$ cat src/rtl/piso_tx_pkg.sv
// Shared types for the serial transmit controller: FSM states, requester id, arbiter pick.
// Pure declarations; no latency or backpressure of its own.
package piso_tx_pkg;

  localparam int WIDTH_DEF = 4;
  localparam int GAP_DEF   = 1;

  typedef enum logic [1:0] {
    ST_IDLE  = 2'd0,
    ST_SHIFT = 2'd1,
    ST_GAP   = 2'd2
  } state_t;

  typedef logic req_id_t;

  // A lone valid requester wins; on a tie the one that did not win last time goes.
  function automatic req_id_t rr_pick(input logic [1:0] vld, input req_id_t last);
    req_id_t pick;
    pick = ~last;
    if (vld == 2'b01) pick = 1'b0;
    if (vld == 2'b10) pick = 1'b1;
    return pick;
  endfunction

endpackage

$ cat src/rtl/piso_shift.sv
// Parallel-in/serial-out shifter, MSB first, zero fill; load wins over shift.
// Loaded word's MSB is visible the cycle after load; no backpressure (controller sequences it).
module piso_shift #(
  parameter int WIDTH = 4
) (
  input  logic             clk,
  input  logic             reset_n,
  input  logic             load_i,
  input  logic             shift_i,
  input  logic [WIDTH-1:0] data_i,
  output logic             msb_o
);

  logic [WIDTH-1:0] sh_q;
  logic [WIDTH-1:0] sh_d;

  always_comb begin
    sh_d = sh_q;
    if (load_i) begin
      sh_d = data_i;
    end else if (shift_i) begin
      sh_d = {sh_q[WIDTH-2:0], 1'b0};
    end
  end

  always_ff @(posedge clk or negedge reset_n) begin
    if (!reset_n) begin
      sh_q <= '0;
    end else begin
      sh_q <= sh_d;
    end
  end

  assign msb_o = sh_q[WIDTH-1];

endmodule

$ cat src/rtl/piso_tx_ctrl.sv
// Round-robin two-requester serial transmitter; each accepted word leaves MSB-first via piso_shift.
// First bit one cycle after the handshake; req_ready is raised only in IDLE with tx_en high.
module piso_tx_ctrl
  import piso_tx_pkg::*;
#(
  parameter int WIDTH = WIDTH_DEF,
  parameter int GAP   = GAP_DEF
) (
  input  logic             clk,
  input  logic             reset_n,
  input  logic             tx_en,
  input  logic [1:0]       req_valid,
  input  logic [WIDTH-1:0] req_data0,
  input  logic [WIDTH-1:0] req_data1,
  output logic [1:0]       req_ready,
  output logic             ser_out,
  output logic             ser_valid,
  output logic             ser_first,
  output logic             ser_last,
  output logic             grant_id,
  output logic             busy
);

  localparam int             CW     = $clog2(WIDTH);
  localparam logic [CW-1:0]  BIT_LD = CW'(WIDTH - 1);
  localparam logic [3:0]     GAP_LD = (GAP > 0) ? 4'(GAP - 1) : 4'd0;

  state_t          state_q, state_d;
  logic [CW-1:0]   bit_cnt_q, bit_cnt_d;
  logic [3:0]      gap_cnt_q, gap_cnt_d;
  req_id_t         last_q, last_d;
  req_id_t         gid_q, gid_d;
  logic            sv_q, sv_d;
  logic            sf_q, sf_d;
  logic            sl_q, sl_d;

  req_id_t         win;
  logic            accept;
  logic            load;
  logic            shift;
  logic [WIDTH-1:0] win_data;

  // Ready is gated by reset so nothing is offered while the block is held in reset.
  always_comb begin
    win       = rr_pick(req_valid, last_q);
    req_ready = 2'b00;
    if (reset_n && tx_en && (state_q == ST_IDLE) && (req_valid != 2'b00)) begin
      req_ready[win] = 1'b1;
    end
  end

  assign accept   = |(req_ready & req_valid);
  assign win_data = win ? req_data1 : req_data0;

  always_comb begin
    state_d   = state_q;
    bit_cnt_d = bit_cnt_q;
    gap_cnt_d = gap_cnt_q;
    last_d    = last_q;
    gid_d     = gid_q;
    sv_d      = 1'b0;
    sf_d      = 1'b0;
    sl_d      = 1'b0;
    load      = 1'b0;
    shift     = 1'b0;

    case (state_q)
      ST_IDLE: begin
        if (accept) begin
          state_d   = ST_SHIFT;
          bit_cnt_d = BIT_LD;
          load      = 1'b1;
          gid_d     = win;
          last_d    = win;
          sv_d      = 1'b1;
          sf_d      = 1'b1;
        end
      end

      ST_SHIFT: begin
        shift = 1'b1;
        if (bit_cnt_q == '0) begin
          if (GAP == 0) begin
            state_d = ST_IDLE;
          end else begin
            state_d   = ST_GAP;
            gap_cnt_d = GAP_LD;
          end
        end else begin
          bit_cnt_d = bit_cnt_q - CW'(1);
          sv_d      = 1'b1;
          sl_d      = (bit_cnt_q == CW'(1));
        end
      end

      ST_GAP: begin
        if (gap_cnt_q == 4'd0) begin
          state_d = ST_IDLE;
        end else begin
          gap_cnt_d = gap_cnt_q - 4'd1;
        end
      end

      default: begin
        state_d = ST_IDLE;
      end
    endcase
  end

  always_ff @(posedge clk or negedge reset_n) begin
    if (!reset_n) begin
      state_q   <= ST_IDLE;
      bit_cnt_q <= '0;
      gap_cnt_q <= '0;
      last_q    <= 1'b1;
      gid_q     <= 1'b0;
      sv_q      <= 1'b0;
      sf_q      <= 1'b0;
      sl_q      <= 1'b0;
    end else begin
      state_q   <= state_d;
      bit_cnt_q <= bit_cnt_d;
      gap_cnt_q <= gap_cnt_d;
      last_q    <= last_d;
      gid_q     <= gid_d;
      sv_q      <= sv_d;
      sf_q      <= sf_d;
      sl_q      <= sl_d;
    end
  end

  piso_shift #(
    .WIDTH (WIDTH)
  ) u_shift (
    .clk     (clk),
    .reset_n (reset_n),
    .load_i  (load),
    .shift_i (shift),
    .data_i  (win_data),
    .msb_o   (ser_out)
  );

  assign ser_valid = sv_q;
  assign ser_first = sf_q;
  assign ser_last  = sl_q;
  assign grant_id  = gid_q;
  assign busy      = (state_q != ST_IDLE);

endmodule

$ cat config.mk
export PLATFORM = sky130hd
export DESIGN_NAME = piso_tx_ctrl
export DESIGN_NICKNAME = d
export VERILOG_FILES = /design/src/rtl/piso_tx_pkg.sv /design/src/rtl/piso_shift.sv /design/src/rtl/piso_tx_ctrl.sv
export SDC_FILE = /design/constraint.sdc
export NUM_CORES = 1
export LEC_CHECK = 0
export BUFFER_PORTS_ARGS = -buffer_cell sky130_fd_sc_hd__buf_4
export CAP_MARGIN = 20
export CELL_PAD_IN_SITES_DETAIL_PLACEMENT = 1
export CELL_PAD_IN_SITES_GLOBAL_PLACEMENT = 2
export CORE_UTILIZATION = 29
export CTS_CLUSTER_DIAMETER = 50
export DETAILED_ROUTE_END_ITERATION = 10
export GPL_TIMING_DRIVEN = 0
export PLACE_DENSITY_LB_ADDON = 0.1
export SYNTH_ARGS = -nofsm -noshare
export SYNTH_HDL_FRONTEND = slang
export SYNTH_SLANG_ARGS = --single-unit
$ cat constraint.sdc
create_clock -name clk -period 2 [get_ports clk]
set_clock_uncertainty 0.05 [all_clocks]
set_input_delay 0 -clock clk [delete_from_list [all_inputs] [get_ports clk]]
set_output_delay 0 -clock clk [all_outputs]
set_load 0.05 [all_outputs]
* After elaboration in Yosys (flattened, before gate mapping)
Cells that the tools add are included.
Storage, ports and cells: input bits 13, word-level logic and storage cells 67, output and inout bits 8, register bits after elaboration 17
Operators by class: mux-type cells 25, equality and inequality tests 10, reductions and logical operators 17, add/subtract/negate cells 2, $lt $le $gt $ge 2, bitwise logic cells 2
Operators by type and width (count):
- two-way mux 4 bit | 5
- two-way mux 2 bit | 6
- != test 2 bit (second input constant) | 5
- nonzero test 2 bit | 5
- two-way mux 1 bit | 9
- AND reduction 3 bit | 3
- one-hot mux 4 bit (2 select lines) | 1
- equality test 2 x 1 -> 1 bit (second input constant) | 3
- one-hot mux 2 bit (3 select lines) | 1
- equality test 2 bit (second input constant) | 2
- logical AND 1 bit | 4
- zero test 2 bit | 2
- zero test 4 bit | 1
- one-hot mux 2 bit (2 select lines) | 1
- subtractor 4 x 1 -> 4 bit (second input constant) | 1
- bitwise AND 2 bit | 1
- less-than comparator 1 x 2 -> 1 bit (second input constant) | 1
- one-hot mux 1 bit (2 select lines) | 1
- AND reduction 2 bit | 1
- OR reduction 2 bit | 1
- subtractor 2 x 1 -> 2 bit (second input constant) | 1
- demux 1 bit (select 1 bit) | 1
- >= comparator 1 bit (second input constant) | 1
- NOT 1 bit | 1

* Logic depth before layout (Yosys ltp)
Gate-level depths: netlist (run 1).
word-level depth 13, mapped depth 6, gate-level depth less buffers 5

* By module
A second synthesis (run 1) with hierarchy kept.
Second synthesis, totals: cells, all modules 80, area total of the unflattened synthesis 875.8 um^2
By module, submodules not included:
- piso_tx_ctrl | area each 706.9 um^2, times used 1, seq. area each 326.6 um^2, cells an instance 65
- piso_shift | area each 168.9 um^2, times used 1, seq. area each 100.1 um^2, cells an instance 15

* Worst setup path before layout (run 1)
OpenSTA, ideal clock, no wires.
kind register to output, start register last_q, end output port req_ready[0], buffers on the path 1, required time 1950 ps, data arrival time 1667 ps, path slack 283 ps, cell stages (with the launch flop) 4, cell sequence dfstp_2 -> clkbuf_1 -> o21bai_1 -> a21oi_1
On the way: cells in the longest elaborated chain, start to end 8, elaborated cells on any way between the ends 9, classes of those cells order compare: 2; mux: 5; bitwise: 1; reduce/logical: 1
Ends and longest elaborated chain:
- start, declared | RTL line piso_tx_ctrl.sv:31 | req_id_t last_q, last_d;
- start signal, assigned | RTL line piso_tx_ctrl.sv:124 | last_q <= last_d;
- NOT 1 bit * | RTL line piso_tx_pkg.sv:19 | pick = ~last;
- two-way mux 1 bit * | RTL line piso_tx_pkg.sv:20 | if (vld == 2'b01) pick = 1'b0;
- two-way mux 1 bit * | RTL line piso_tx_pkg.sv:21 | if (vld == 2'b10) pick = 1'b1;
- less-than comparator 1 x 2 -> 1 bit (not written as such) / >= comparator 1 bit (equally long branches) | RTL line piso_tx_ctrl.sv:48 | req_ready[win] = 1'b1;
- logical AND 1 bit (not written as such) | RTL line piso_tx_ctrl.sv:48
- two-way mux 1 bit (not written as such) | RTL line piso_tx_ctrl.sv:48
- demux 1 bit (select 1 bit) * | RTL line piso_tx_ctrl.sv:48
- two-way mux 2 bit * | RTL line piso_tx_ctrl.sv:47 | if (reset_n && tx_en && (state_q == ST_IDLE) && (req_valid != 2'b00)) begin
- end, declared | RTL line piso_tx_ctrl.sv:15 | output logic [1:0] req_ready,
Every way passes the cells marked *; elsewhere a longest branch is shown, timed or not.

* Worst setup path after layout (run 1)
start register last_q, end output port req_ready[1]
Same word-level chain as after synthesis.

==> results of run 1 <==
## metal layers
metal	up-vias	wire length, um	global-route usage [%]
met3	2	67	4.62
met5	-	0	0
met2	13	980	23.8
li1	373	-	-
met1	369	1030	17.9
met4	0	19	4.08
## per-stage QoR
step / utilization, % / std cells / cell area, sq um
final: 39.8 / 162 / 1200
after global routing: 39.8 / 162 / 1200
after CTS: 39.8 / 162 / 1200
after detailed placement: 36.9 / 152 / 1120
after global placement: 36.9 / 152 / 1120
after floorplan: - / 89 / 921
## power groups by stage
stage	clock, uW	sequential [uW]	combinational, uW
global placement	0	526	684
floorplan	0	643	379
detailed placement	0	532	691
CTS	202	527	705
global route	210	541	758
finish	187	525	692
## cell usage in the layout, fill, tap and decap left out, types with 3 or more instances in the layout
master and instances:
a21boi_0 3, dfrtp_1 16, ha_1 4, dlygate4sd3_1 6, inv_1 7, o21ai_0 3, nand3_1 4, nand2_1 5
clkbuf_4 3, buf_4 19, a21oi_1 6, a32oi_1 3, mux2i_1 9
## worst paths after layout
| path | slack, ns | start | to | cells after the start |
|---|---|---|---|---|
| max | 0.20 | last_q$_DFFE_PN1N_ | req_ready[1] | 5 |
| min | 0.06 | reset_n | u_shift.sh_q[2]$_DFFE_PN0P_ | 2 |
| max reg2reg | 0.43 | gap_cnt_q[0]$_DFFE_PN0P_ | gap_cnt_q[3]$_DFFE_PN0P_ | 5 |
| max in group asynchronous | 1.58 | reset_n | last_q$_DFFE_PN1N_ | 2 |
| min reg2reg | 0.47 | gap_cnt_q[3]$_DFFE_PN0P_ | gap_cnt_q[3]$_DFFE_PN0P_ | 1 |
| min in group clk | 0.06 | req_valid[1] | u_shift.sh_q[0]$_DFFE_PN0P_ | 4 |
## cells in the mapped netlist, drive strengths merged (2+ instances only)
master  number
nand3        4
a21boi       4
o21ai        3
ha           4
inv          8
nand2        6
nor2         2
dfrtp       16
mux2i        9
clkbuf       2
a32oi        3
a21oi        6
nor3b        2
or2          3
## state kept, by name, summed over array words and instances, names as in the netlist
register,cells
last_q,1
ser_last,1
bit_cnt_q,2
grant_id,1
state_q,2
gap_cnt_q,4
ser_valid,1
ser_first,1
u_shift.sh_q,4
## final cells by class
cell class                      count  area [sq um]
Clock buffer                        4          26.3
Fill cell                         363          1820
Sequential cell                    17           427
Tap cell                           44          55.1
Inverter                            8          30.0
Buffer                              3          13.8
Multi-Input combinational cell     61           450
Timing Repair Buffer               25           203
## kinds of logic (layout without fill, tap and decap cells)
group	Yosys count	after routing	synth area share [%]
flops	17	17	46.3
mux	9	9	9.78
simple gates	27	27	18.1
compound gates	21	21	15.6
buf+inv	11	40	4.75
fa+ha+maj	4	4	5.43
==> impl_metrics.xml, run 1 <==
<?xml version="1.0" encoding="UTF-8"?>
<metrics>
  <group name="placement">
    <metric name="placement.io_buffers" unit="">19</metric>
    <metric name="dp_worst_setup_slack" unit="ns">0.461</metric>
    <metric name="post-dp-hpwl" unit="um">1510</metric>
    <metric name="finalWeightedCongestion" unit="">0.723</metric>
  </group>
  <group name="cts">
    <metric name="numClockSinks" unit="">17</metric>
    <metric name="postCtsSetupRepairBufs" unit="">0</metric>
    <metric name="cts_inserted_buffers" unit="">3</metric>
    <metric name="cts_root_buf" unit="">clkbuf_4</metric>
    <metric name="htree_levels" unit="">1</metric>
    <metric name="clkTransAtPathRegs" unit="ns">0.10</metric>
    <metric name="cts_tree" unit="">yes</metric>
    <metric name="clk_latency" unit="ns">0.29</metric>
    <metric name="cts-resized-gates" unit="">0</metric>
    <metric name="post_cts_hold_buffer_count" unit="">6</metric>
    <metric name="clockBufferDepth" unit="">2</metric>
  </group>
  <group name="synthesis">
    <metric name="synth_warnings" unit="">0</metric>
    <metric name="postSynthCellCount" unit="">89</metric>
    <metric name="synth.area.top_cells" unit="">dfrtp_1 43%, mux2i_1 9.8%, ha_1 5.4%</metric>
    <metric name="yosysTopAreaCellShare" unit="%">43.5</metric>
    <metric name="synth_area_per_cell" unit="sq um">10.3</metric>
    <metric name="mappedNetlistNets" unit="">106</metric>
    <metric name="synthFlopType" unit="">dfrtp_1</metric>
    <metric name="synth.yosys.seq_area_share" unit="%">46.3</metric>
    <metric name="synth_enable_flop_cells" unit="">0</metric>
    <metric name="synth_cell_types" unit="">36</metric>
    <metric name="synth_area_leader_cell" unit="">dfrtp_1</metric>
    <metric name="async_reset_ff_share" unit="%">100</metric>
    <metric name="yosys_register_bits" unit="">17</metric>
    <metric name="synth_area" unit="sq um">921</metric>
  </group>
  <group name="sta">
    <metric name="rsz0062_at_grt" unit="">false</metric>
    <metric name="timing.final.crit_period" unit="ns">1.80</metric>
    <metric name="clock.fmax" unit="MHz">556</metric>
    <metric name="final_critical_path_setup_slack" unit="ns">0.202</metric>
    <metric name="hold_ws" unit="ns">0.0559</metric>
    <metric name="final.setup.tns" unit="ns">0</metric>
    <metric name="worst_max_slew_pin_slew" unit="ns">0.436</metric>
    <metric name="final-setup-viol-count" unit="">0</metric>
    <metric name="max-slew-margin-rel" unit="%">70.9</metric>
    <metric name="timing.final.crit_share" unit="%">89.9</metric>
    <metric name="final_max_slew_viol_count" unit="">0</metric>
    <metric name="hold_violations" unit="">0</metric>
  </group>
  <group name="detailed_routing">
    <metric name="postRouteAntennaNets" unit="">0</metric>
    <metric name="route.detailed.drc" unit="">0</metric>
    <metric name="drt-initial-drc-count" unit="">19</metric>
    <metric name="vias_per_cell" unit="">4.67</metric>
    <metric name="wl" unit="um">2090</metric>
    <metric name="num_vias" unit="">757</metric>
    <metric name="drt_pass1_iterations" unit="">3</metric>
    <metric name="avgRoutedWirePerCell" unit="um">12.9</metric>
  </group>
  <group name="grt">
    <metric name="grt_pass1_vias" unit="">773</metric>
    <metric name="antenna_found_initial" unit="">0</metric>
    <metric name="grt_max_degree" unit="">19</metric>
    <metric name="track_usage" unit="%">14.3</metric>
    <metric name="grt_overflow_total" unit="">0</metric>
    <metric name="global_route_wire_length_before_repair" unit="um">3610</metric>
  </group>
  <group name="pwr">
    <metric name="peak_vdd_ir" unit="mV">0.643</metric>
    <metric name="finalPower" unit="uW">1400</metric>
    <metric name="internal_power" unit="uW">793</metric>
    <metric name="power.static_leakage" unit="uW">0.000604</metric>
    <metric name="power_per_cell_area" unit="mW/mm^2">1170</metric>
    <metric name="clock_power_share" unit="%">13.3</metric>
    <metric name="power_switching" unit="uW">611</metric>
    <metric name="switching_share" unit="%">43.5</metric>
    <metric name="p_comb_share" unit="%">49.3</metric>
    <metric name="share_seq_of_total_power" unit="%">37.4</metric>
  </group>
  <group name="worst_setup_path">
    <metric name="critPathMaxFanout" unit="">9</metric>
    <metric name="cp_cell_sequence" unit="">clkbuf_1 &gt; o21bai_1 &gt; nand2_1 &gt; nor2_1 &gt; buf_4</metric>
    <metric name="endpoint_kind" unit="">output port</metric>
    <metric name="critical_path_class" unit="">reg -&gt; out</metric>
    <metric name="critical_path_buf_inv_count" unit="">2</metric>
    <metric name="cp.required" unit="ns">1.95</metric>
    <metric name="crit_path_start_kind" unit="">flip-flop</metric>
    <metric name="critPathMaxStageDelay" unit="ns">0.53</metric>
    <metric name="kind_of_cell_with_the_highest_combined_delay_on_the_critical_path" unit="">flip-flops</metric>
    <metric name="critPathArrivalTime" unit="ns">1.75</metric>
    <metric name="worst_path_max_delay_cell" unit="">dfstp_2</metric>
  </group>
  <group name="final_layout">
    <metric name="diodes" unit="">0</metric>
    <metric name="number_of_nets_in_the_layout" unit="">136</metric>
    <metric name="drive_above_1_share" unit="%">27.1</metric>
    <metric name="area_growth_syn_to_layout" unit="%">30.8</metric>
  </group>
  <group name="run_status">
    <metric name="status" unit="">finished clean</metric>
  </group>
  <group name="die">
    <metric name="num_rows" unit="">20</metric>
    <metric name="ios" unit="">21</metric>
    <metric name="die_h" unit="um">58.4</metric>
    <metric name="die_width" unit="um">58.4</metric>
    <metric name="die_area" unit="sq mm">0.00340</metric>
    <metric name="fp.coreArea" unit="sq mm">0.00303</metric>
    <metric name="start_util" unit="%">30.4</metric>
  </group>
  <group name="flow_run">
    <metric name="maxCapViolations" unit="">0</metric>
  </group>
  <group name="hold_path">
    <metric name="timing.hold.worst.class" unit="">in -&gt; async</metric>
  </group>
</metrics>
No activity file was read; power rests on OpenSTA's default activity.
==> run 2, diff against run 1 <==
- CORE_UTILIZATION: 29 -> 32
- PLACE_DENSITY: unset -> 0.77
- PLACE_DENSITY_LB_ADDON: 0.1 -> unset
==> impl_metrics.xml, run 2 (synthesis results as in run 1) <==
<?xml version="1.0" encoding="UTF-8"?>
<metrics>
  <group name="pwr">
    <metric name="peak_vdd_ir" unit="mV">0.652</metric>
    <metric name="power.static_leakage" unit="uW">0.000600</metric>
    <metric name="power_per_cell_area" unit="mW/mm^2">1180</metric>
    <metric name="finalPower" unit="uW">1390</metric>
  </group>
  <group name="flow_run">
    <metric name="maxCapViolations" unit="">0</metric>
  </group>
  <group name="final_layout">
    <metric name="layout_commonest_cell" unit="">buf_4</metric>
    <metric name="drive_above_1_share" unit="%">27.4</metric>
    <metric name="layout.cells.non_filler" unit="">148</metric>
    <metric name="layout.cells.most_common_list" unit="">19 x buf_4, 16 x dfrtp_1, 9 x mux2i_1</metric>
    <metric name="number_of_nets_in_the_layout" unit="">135</metric>
    <metric name="diodes" unit="">0</metric>
    <metric name="num-fill-cells" unit="">313</metric>
    <metric name="area_growth_syn_to_layout" unit="%">28.0</metric>
    <metric name="layout_top_registers" unit="">gap_cnt_q x4, u_shift.sh_q x4</metric>
  </group>
  <group name="placement">
    <metric name="placed_cells" unit="">139</metric>
    <metric name="placement.io_buffers" unit="">19</metric>
    <metric name="finalWeightedCongestion" unit="">0.721</metric>
    <metric name="post-dp-hpwl" unit="um">1520</metric>
  </group>
  <group name="die">
    <metric name="die_area" unit="sq mm">0.00310</metric>
    <metric name="die_h" unit="um">55.6</metric>
    <metric name="die_width" unit="um">55.6</metric>
    <metric name="start_util" unit="%">33.7</metric>
    <metric name="fp.coreArea" unit="sq mm">0.00273</metric>
    <metric name="ios" unit="">21</metric>
    <metric name="num_rows" unit="">19</metric>
  </group>
  <group name="detailed_routing">
    <metric name="wl" unit="um">1910</metric>
    <metric name="drt-initial-drc-count" unit="">11</metric>
    <metric name="postRouteAntennaNets" unit="">0</metric>
    <metric name="vias_per_cell" unit="">5.22</metric>
    <metric name="route.detailed.drc" unit="">0</metric>
    <metric name="num_vias" unit="">773</metric>
    <metric name="drt_pass1_iterations" unit="">2</metric>
    <metric name="avgRoutedWirePerCell" unit="um">12.9</metric>
  </group>
  <group name="worst_setup_path">
    <metric name="critPathMaxStageDelay" unit="ns">0.53</metric>
    <metric name="critPathMaxFanout" unit="">9</metric>
    <metric name="endpoint_kind" unit="">output port</metric>
    <metric name="worst-path-stages" unit="">5</metric>
    <metric name="cp_cell_sequence" unit="">clkbuf_1 &gt; o21bai_1 &gt; nand2_1 &gt; nor2_1 &gt; buf_4</metric>
    <metric name="critPathArrivalTime" unit="ns">1.71</metric>
    <metric name="kind_of_cell_with_the_highest_combined_delay_on_the_critical_path" unit="">flip-flops</metric>
    <metric name="critical_path_class" unit="">reg -&gt; out</metric>
    <metric name="worst_r2r_path_depth" unit="">5</metric>
    <metric name="cp.required" unit="ns">1.95</metric>
    <metric name="crit_path_start_kind" unit="">flip-flop</metric>
    <metric name="worst_path_max_delay_cell" unit="">dfstp_2</metric>
    <metric name="critical_path_buf_inv_count" unit="">2</metric>
  </group>
  <group name="grt">
    <metric name="antenna_found_initial" unit="">0</metric>
    <metric name="global_route_wire_length_before_repair" unit="um">3670</metric>
    <metric name="grt_max_degree" unit="">19</metric>
    <metric name="track_usage" unit="%">15.1</metric>
    <metric name="grt_overflow_total" unit="">0</metric>
    <metric name="grt_pass1_vias" unit="">842</metric>
  </group>
  <group name="cts">
    <metric name="cts_root_buf" unit="">clkbuf_4</metric>
    <metric name="postCtsSetupRepairBufs" unit="">0</metric>
    <metric name="cts_inserted_buffers" unit="">3</metric>
    <metric name="clk_latency" unit="ns">0.29</metric>
    <metric name="clkTransAtPathRegs" unit="ns">0.10</metric>
    <metric name="htree_levels" unit="">1</metric>
    <metric name="numClockSinks" unit="">17</metric>
    <metric name="cts_tree" unit="">yes</metric>
    <metric name="clockBufferDepth" unit="">2</metric>
  </group>
  <group name="sta">
    <metric name="clock.fmax" unit="MHz">567</metric>
    <metric name="final_max_slew_viol_count" unit="">0</metric>
    <metric name="rsz0062_at_grt" unit="">false</metric>
    <metric name="hold_ws" unit="ns">-0.00197</metric>
    <metric name="final.setup.tns" unit="ns">0</metric>
    <metric name="worst_max_slew_pin_slew" unit="ns">0.473</metric>
    <metric name="timing.final.crit_share" unit="%">88.1</metric>
    <metric name="final-setup-viol-count" unit="">0</metric>
    <metric name="timing.final.crit_period" unit="ns">1.76</metric>
    <metric name="hold_violations" unit="">1</metric>
    <metric name="max-slew-margin-rel" unit="%">68.4</metric>
  </group>
  <group name="hold_path">
    <metric name="hold_path_depth" unit="">3</metric>
    <metric name="timing.hold.worst.class" unit="">in -&gt; reg</metric>
  </group>
  <group name="run_status">
    <metric name="status" unit="">finished, violations left</metric>
    <metric name="failed_checks" unit="">negative hold slack</metric>
  </group>
</metrics>
[run 2: per-stage QoR]
stage | utilization [%] | hold slack, ns | cell area [sq um] | worst slack, ns
6_report | 43.1 | -0.00197 | 1180 | 0.238
5_1_grt | 43.1 | 0.0263 | 1180 | 0.0778
4_1_cts | 43.1 | 0.0128 | 1180 | 0.201
3_5_place_dp | 40.3 | -0.167 | 1100 | 0.404
3_3_place_gp | 40.3 | -0.171 | 1100 | 0.442
2_1_floorplan | - | -0.346 | 921 | 0.283
[run 2: layer usage]
| metal | global-route usage [%] | routed length (um) |
|---|---|---|
| met4 | 7.50 | 32 |
| met1 | 16.6 | 775 |
| met3 | 2.09 | 67 |
| met2 | 28.1 | 1040 |
| met5 | 0 | 0 |
[run 2: repair_timing]
action                                 in CTS  in global routing
resized for setup                           0                  0
endpoints found under the hold margin      20                  0
hold buffers                                5                  0
[run 2: worst paths after layout]
check / startpoint / to / slack (ns)
min: req_data0[3] / u_shift.sh_q[3]$_DFFE_PN0P_ / -0.002
min reg2reg: gap_cnt_q[3]$_DFFE_PN0P_ / gap_cnt_q[3]$_DFFE_PN0P_ / 0.47
min in group asynchronous: reset_n / gap_cnt_q[0]$_DFFE_PN0P_ / 0.06
max in group asynchronous: reset_n / last_q$_DFFE_PN1N_ / 1.58
max reg2reg: gap_cnt_q[0]$_DFFE_PN0P_ / gap_cnt_q[3]$_DFFE_PN0P_ / 0.42
max: last_q$_DFFE_PN1N_ / req_ready[1] / 0.24
[run 2: final cells by class]
type	count	area (sq um)	share of cell area, %
Multi-Input combinational cell	61	450	38.2
Sequential cell	17	427	36.2
Timing Repair Buffer	24	193	16.3
Tap cell	31	38.8	3.29
Inverter	8	30.0	2.55
Clock buffer	4	26.3	2.23
Buffer	3	13.8	1.17
[run 2: report_power, final]
| part | switching [uW] | total [uW] | internal [uW] |
|---|---|---|---|
| logic | 428 | 685 | 257 |
| registers | 67.4 | 524 | 457 |
| clock network | 108 | 185 | 77.5 |
[run 2: worst reg2reg max path, delay by kind of cell (launching register included)]
kind / cells / cell delay, ns
buffers and inverters: 1 / 0.11
muxes: 1 / 0.18
DFF: 1 / 0.39
adders and majority gates: 1 / 0.17
and+or+nand+nor: 2 / 0.61
